==> src/rtl/fp32_pkg.sv <==
`default_nettype none
// +-----------------------------------------------------------------------+
// | Module      : fp32_pkg                                                 |
// | Description : Shared binary32 constants and operand classification    |
// |               for the floating-point datapath blocks.                 |
// | Revision    : 1.0  initial release                                    |
// +-----------------------------------------------------------------------+
package fp32_pkg;

    localparam int BIAS   = 127;
    localparam int EXP_W  = 8;
    localparam int FRAC_W = 23;

    localparam logic [31:0] INT_MAX = 32'h7FFF_FFFF;
    localparam logic [31:0] INT_MIN = 32'h8000_0000;

    localparam logic RM_RZ  = 1'b0;
    localparam logic RM_RNE = 1'b1;

    typedef enum logic [1:0] {
        ZERO    = 2'd0,
        NORMAL  = 2'd1,
        OVF     = 2'd2,
        NAN_INF = 2'd3
    } fp_class_t;

endpackage
`default_nettype wire

==> src/rtl/rshift_sticky32.sv <==
`default_nettype none
// +-----------------------------------------------------------------------+
// | Module      : rshift_sticky32                                          |
// | Description : Combinational 32-bit right barrel shifter that also     |
// |               reports the guard bit and sticky OR of lost bits.       |
// | Revision    : 1.0  initial release                                    |
// +-----------------------------------------------------------------------+
module rshift_sticky32 (
    input  logic [31:0] din,
    input  logic [4:0]  amt,
    output logic [31:0] dout,
    output logic        guard,
    output logic        sticky
);

    logic [31:0] w_lost_mask;
    logic [4:0]  w_gidx;

    // w_lost_mask covers every bit that falls off; the top one is the guard.
    assign w_lost_mask = ~(32'hFFFF_FFFF << amt);
    assign w_gidx      = amt - 5'd1;
    assign dout        = din >> amt;
    assign guard       = (amt != 5'd0) && din[w_gidx];
    assign sticky      = |(din & (w_lost_mask >> 1));

endmodule
`default_nettype wire

==> src/rtl/fp32_to_int32.sv <==
`default_nettype none
// +-----------------------------------------------------------------------+
// | Module      : fp32_to_int32                                            |
// | Description : Three-stage binary32 to signed int32 converter with     |
// |               valid/ready backpressure, RZ/RNE rounding and flags.    |
// | Revision    : 1.0  initial release                                    |
// +-----------------------------------------------------------------------+
module fp32_to_int32
    import fp32_pkg::*;
(
    input  logic        clk,
    input  logic        rst,
    input  logic        in_valid,
    output logic        in_ready,
    input  logic [31:0] in_data,
    input  logic        in_rm,
    output logic        out_valid,
    input  logic        out_ready,
    output logic [31:0] out_data,
    output logic        out_invalid,
    output logic        out_inexact
);

    localparam logic [7:0] C_SHIFT_REF = 8'(BIAS + FRAC_W);   // E where e = 23
    localparam logic [7:0] C_OVF_EXP   = 8'(BIAS + 31);
    localparam logic [7:0] C_EXP_MAX   = 8'hFF;

    logic w_adv1, w_adv2, w_adv3;

    // ---------------- S1: unpack and classify ----------------
    logic                w_s;
    logic [EXP_W-1:0]    w_exp;
    logic [FRAC_W-1:0]   w_frac;
    logic                w_minint;
    logic [7:0]          w_ldist, w_rdist;
    fp_class_t           w_cls;
    logic                w_left;
    logic [4:0]          w_sh;

    logic        r_v1, r_s1, r_rm1, r_fnz1, r_left1;
    fp_class_t   r_cls1;
    logic [23:0] r_m1;
    logic [4:0]  r_sh1;

    assign w_s      = in_data[31];
    assign w_exp    = in_data[30:23];
    assign w_frac   = in_data[22:0];
    // -2^31 is representable; it rides the left-shift path as 1 << 31.
    assign w_minint = w_s && (w_exp == C_OVF_EXP) && (w_frac == '0);
    assign w_ldist  = w_exp - C_SHIFT_REF;
    assign w_rdist  = C_SHIFT_REF - w_exp;
    assign w_left   = (w_exp >= C_SHIFT_REF);

    always_comb begin
        w_cls = NORMAL;
        if (w_exp == C_EXP_MAX)
            w_cls = NAN_INF;
        else if (w_exp == '0)
            w_cls = ZERO;
        else if (w_exp >= C_OVF_EXP && !w_minint)
            w_cls = OVF;

        w_sh = 5'd0;
        if (w_left)
            w_sh = w_ldist[4:0];
        else if (w_rdist > 8'd31)
            w_sh = 5'd31;          // everything is shifted out either way
        else
            w_sh = w_rdist[4:0];
    end

    always_ff @(posedge clk) begin
        if (rst) begin
            r_v1 <= 1'b0;
        end else if (w_adv1) begin
            r_v1    <= in_valid;
            r_s1    <= w_s;
            r_rm1   <= in_rm;
            r_fnz1  <= (w_frac != '0);
            r_left1 <= w_left;
            r_cls1  <= w_cls;
            r_m1    <= {1'b1, w_frac};
            r_sh1   <= w_sh;
        end
    end

    // ---------------- S2: shift, guard, sticky ----------------
    logic [31:0] w_rmag, w_lmag;
    logic        w_rg, w_rst;

    logic        r_v2, r_s2, r_rm2, r_fnz2, r_g2, r_st2;
    fp_class_t   r_cls2;
    logic [31:0] r_mag2;

    rshift_sticky32 u_rshift (
        .din    ({8'd0, r_m1}),
        .amt    (r_sh1),
        .dout   (w_rmag),
        .guard  (w_rg),
        .sticky (w_rst)
    );

    assign w_lmag = {8'd0, r_m1} << r_sh1;

    always_ff @(posedge clk) begin
        if (rst) begin
            r_v2 <= 1'b0;
        end else if (w_adv2) begin
            r_v2   <= r_v1;
            r_s2   <= r_s1;
            r_rm2  <= r_rm1;
            r_fnz2 <= r_fnz1;
            r_cls2 <= r_cls1;
            r_mag2 <= r_left1 ? w_lmag : w_rmag;
            r_g2   <= r_left1 ? 1'b0 : w_rg;
            r_st2  <= r_left1 ? 1'b0 : w_rst;
        end
    end

    // ---------------- S3: round, negate, saturate ----------------
    logic        w_inc;
    logic [31:0] w_mag_r, w_sres;
    logic [31:0] w_data;
    logic        w_inv, w_inx;

    assign w_inc   = (r_rm2 == RM_RNE) && r_g2 && (r_st2 || r_mag2[0]);
    assign w_mag_r = r_mag2 + {31'd0, w_inc};
    assign w_sres  = r_s2 ? (32'd0 - w_mag_r) : w_mag_r;

    always_comb begin
        w_data = 32'd0;
        w_inv  = 1'b0;
        w_inx  = 1'b0;
        case (r_cls2)
            NORMAL: begin
                w_data = w_sres;
                w_inx  = r_g2 | r_st2;
            end
            ZERO: begin
                w_inx = r_fnz2;
            end
            OVF: begin
                w_data = r_s2 ? INT_MIN : INT_MAX;
                w_inv  = 1'b1;
            end
            NAN_INF: begin
                // NaN of either sign maps to INT_MIN, like -inf
                w_data = (r_fnz2 || r_s2) ? INT_MIN : INT_MAX;
                w_inv  = 1'b1;
            end
            default: ;
        endcase
    end

    always_ff @(posedge clk) begin
        if (rst) begin
            out_valid   <= 1'b0;
            out_data    <= 32'd0;
            out_invalid <= 1'b0;
            out_inexact <= 1'b0;
        end else if (w_adv3) begin
            out_valid   <= r_v2;
            out_data    <= w_data;
            out_invalid <= w_inv;
            out_inexact <= w_inx;
        end
    end

    // ---------------- handshake ----------------
    assign w_adv3   = !out_valid | out_ready;
    assign w_adv2   = !r_v2 | w_adv3;
    assign w_adv1   = !r_v1 | w_adv2;
    assign in_ready = w_adv1 | rst;

endmodule
`default_nettype wire

==> config.mk <==
export PLATFORM = sky130hd
export DESIGN_NAME = fp32_to_int32
export DESIGN_NICKNAME = d
export VERILOG_FILES = /design/src/rtl/fp32_pkg.sv /design/src/rtl/rshift_sticky32.sv /design/src/rtl/fp32_to_int32.sv
export SDC_FILE = /design/constraint.sdc
export NUM_CORES = 1
export LEC_CHECK = 0
export CAP_MARGIN = 10
export CORE_AREA = 2 2 130 132
export DETAILED_ROUTE_END_ITERATION = 6
export DIE_AREA = 0 0 132 134
export GPL_TIMING_DRIVEN = 0
export PLACE_DENSITY_LB_ADDON = 0.1
export RECOVER_POWER = 100
export SLEW_MARGIN = 20
export SYNTH_ARGS = -nofsm -noshare
export SYNTH_HDL_FRONTEND = slang
export SYNTH_SLANG_ARGS = --single-unit
==> constraint.sdc <==
create_clock -name clk -period 5.38 [get_ports clk]
set_input_delay 1.345 -clock clk [delete_from_list [all_inputs] [get_ports clk]]
set_output_delay 1.345 -clock clk [all_outputs]
set_load 0.01 [all_outputs]
==> results by group <==
Layout
  – Post-layout net count: 1166
  – Layout cells sized above 1: 7.14%
  – Layout Area Growth over Synthesis: 14.3%
  – Final cell count without fillers: 1341
  – # diodes: 0
  – Layout Utilization: 62.2%

Flow run
  – Max Cap Viol: 0

Power and ir drop
  – Comb power frac: about a third
  – VDD IR max: 0.183 mV
  – Net Sw Frac: 36.6%
  – Sequential cell fraction of total power: 39.6%
  – Clk network pwr share: 25.2%
  – Power density cells: between 200 and 300 nW/µm²
  – NetSw: 0.991 mW
  – P_int: 1.71 mW
  – Leak pwr: 3.54 nW

Place
  – Dpl hpwl: 22.9 mm
  – Port Buf Inserts: 70
  – GPL Wtd Cong: 1.03
  – Placed insts: 1325

STA
  – Max frequency: ~200 MHz
  – Fin. max-slew vios: 0
  – Slew @ Worst Pin: 1.38 ns
  – Hold Fails Final Rpt: 0
  – RSZ-0062 raised after global routing: false
  – Tmin final: a little over 5 ns
  – Worst setup skew after layout: 0.00688 ns
  – Post-route clock period utilization: 94.2%
  – Final setup vio count: 0
  – Hold_ws: around 0.42 ns
  – Slew Limit Headroom: 7.86%

Global routing
  – Global-route wire length before repair: 45.5 mm
  – Initial antenna violation count: 0
  – Global Route Usage Sum: 33.1%
  – Gr ovfl total: 0
  – Pin count of the biggest net entering global routing: 28
  – Vias in the first global route: 8474

Logic synthesis
  – Mapped Area: 8870 µm²
  – Post-synth top cells: 127 x nor2_1, 83 x a21oi_1, 73 x edfxtp_1
  – Fraction of registers with async set/reset: 0%
  – Synth Flop Type: edfxtp_1
  – Largest area contributor in the synthesized netlist: edfxtp_1
  – Most numerous cell in the Yosys netlist: nor2_1
  – Avg Inst Size Synth: roughly 8.6 µm²
  – Area contributors post-synth: edfxtp_1 25%, dfxtp_1 8.4%, mux4_2 5.6%, mux2i_1 5.5%, nor2_1 5.4%
  – Syn_nets: 1083
  – Warnings, synthesis: 0
  – Syn Inst Count: 1033
  – Sequential cell area fraction in the yosys report: 33.1%
  – Post-synth EDFFs: 73
  – Post-synth top area share: 24.7%
  – FF+latch count, synth: 110
  – Netlist cell types: 81

Clocking
  – Post-CTS Resized: 0
  – Post-CTS Setup Bufs: 0
  – Clk_lat worst skew: 0.37 ns
  – Post-cts hold buffer count: 0
  – Clk sinks: 110
  – Clk buf depth: 2
  – CTS H-tree lvls: 3
  – Root Driver: clkbuf_16
  – Worst-path clk slew: roughly 0.070 ns
  – Total CTS buffers: 9
  – TritonCTS clock tree: done

Worst setup path
  – Crit path launch: out_ready
  – Crit path kind: in2out
  – FF-to-FF setup slack: 1.07 ns
  – R2r endpoint: out_data[24]$_SDFFE_PP0P_
  – Cell family with most CP delay: buffers and inverters
  – Arr. time, crit path: 3.72 ns
  – Slowest-stage cell, CP: dlygate4sd3_1
  – Worst Path Buf+Inv: 4
  – Reg2reg path depth: 10
  – CP Cell Sequence: dlygate4sd3_1, nor2b_1, clkbuf_1, clkbuf_1, nand4b_1, dlygate4sd3_1
  – Reg2Reg Launch Point: r_mag2[0]$_DFFE_PP_
  – Worst EP required: 4.03 ns
  – Crit path max fanout: 10
  – Worst stage delay on the critical path: 0.64 ns
  – CP endpoint kind: output pin
  – Crit path launch type: input pin

Routing
  – Max layer used: met4
  – M1 wire length: around 11 mm
  – DRT Pass-1 Iters: 6
  – DRC Markers: 0
  – Post-DRT Antenna Nets: 0
  – Via count: around 8800
  – DR WL met2: 14.2 mm
  – 1st-iter DRT viols: 777
  – Met3 WL: 2.09 mm
  – WL/cell: 21.8 µm
  – Vias per cell: 6.57
  – Overall routed net length: 29.2 mm

Floorplanning
  – Die Y: 134 µm
  – Core Region: 16300 µm²
  – Starting Density: 54.5%
  – Row cnt: 47
  – # IOs: 73
  – Die area: 17700 µm²
  – Die width: 132 µm

Worst hold path
  – Depth of the worst hold-timing path: 0
  – Hold path endpoint: r_cls2[1]$_DFFE_PP_
  – Min-Delay Path Class: reg2reg
  – Min-delay src: r_cls1[1]$_SDFFCE_PN1P_

Status
  – Status: finished, final reports clean
-- kinds of logic after synthesis --
family,after synthesis,synth area share (%)
buf+inv,112,5.09
compound gates,307,22.3
fa+ha+maj,15,2.06
flops,110,33.1
mux,76,11.8
simple gates,348,19.3
xor+xnor,65,6.42
-- stage by stage --
step                setup WS (ns)  TNS (ns)  total power, mW  area (µm²)
finish                      0.311         0             2.71       10100
CTS                         0.469         0             2.70       10200
floorplan                    1.21         0             1.71        8870
global placement          -0.0442     -1.57             2.02        9850
global route                0.202         0             2.82       10100
detailed placement          0.486         0             2.03        9930
-- metal layers --
layer,up-vias,track usage [%]
met5,-,0
met4,0,22.9
met3,144,4.54
met2,499,57.1
met1,4119,38.2
li1,4054,-
-- layout by cell type (no fill, tap or decap), types with 9 or more instances in the layout --
master / netlist / layout
dlygate4sd3_1: 0 / 63
a211oi_1: 26 / 26
o21ai_0: 70 / 71
nand2_1: 61 / 61
clkbuf_16: 0 / 10
dfxtp_1: 37 / 37
o31ai_1: 8 / 10
and3_1: 9 / 9
nand3_1: 35 / 35
buf_1: 14 / 9
edfxtp_1: 73 / 73
nor4_1: 14 / 14
nor2_1: 127 / 127
nand2b_1: 11 / 11
mux4_2: 22 / 22
o22ai_1: 32 / 32
a21oi_1: 83 / 83
clkbuf_1: 60 / 69
nor3_1: 31 / 31
mux2i_1: 49 / 49
xnor2_1: 48 / 48
nand4_1: 19 / 19
inv_1: 20 / 20
xor2_1: 17 / 17
or2_2: 9 / 9
a22oi_1: 10 / 10
ha_1: 13 / 13
a31oi_1: 14 / 14
a221oi_1: 9 / 9
-- power by group through the flow --
stage | clock network, mW | logic (mW) | registers [mW]
after floorplan | 0 | 0.640 | 1.07
after detailed placement | 0 | 0.941 | 1.09
after global placement | 0 | 0.932 | 1.09
after CTS | 0.690 | 0.944 | 1.07
after global routing | 0.718 | 1.02 | 1.08
final | 0.683 | 0.951 | 1.07
-- cell type report --
type | count | area [µm²]
Timing Repair Buffer | 72 | 708
Buffer | 88 | 359
Sequential cell | 110 | 2930
Inverter | 24 | 90.1
Tap cell | 220 | 275
Multi-Input combinational cell | 811 | 5470
Clock buffer | 11 | 264
Clock inverter | 5 | 36.3
Fill cell | 1486 | 6150
-- how the worst max path moves through the flow --
stage,cells past startpoint,endpoint
finish,6,in_ready
CTS,6,in_ready
floorplan,4,r_cls2[0]$_DFFE_PP_
detailed placement,6,in_ready
global placement,5,r_mag2[2]$_DFFE_PP_
global route,6,in_ready
-- registers in the layout (all words and copies together), names as in the netlist, 2 cells and up --
signal	flops
out_data	32
r_mag2	32
r_m1	23
r_sh1	5
r_cls1	2
r_cls2	2
(Power assumes the default switching activity.)
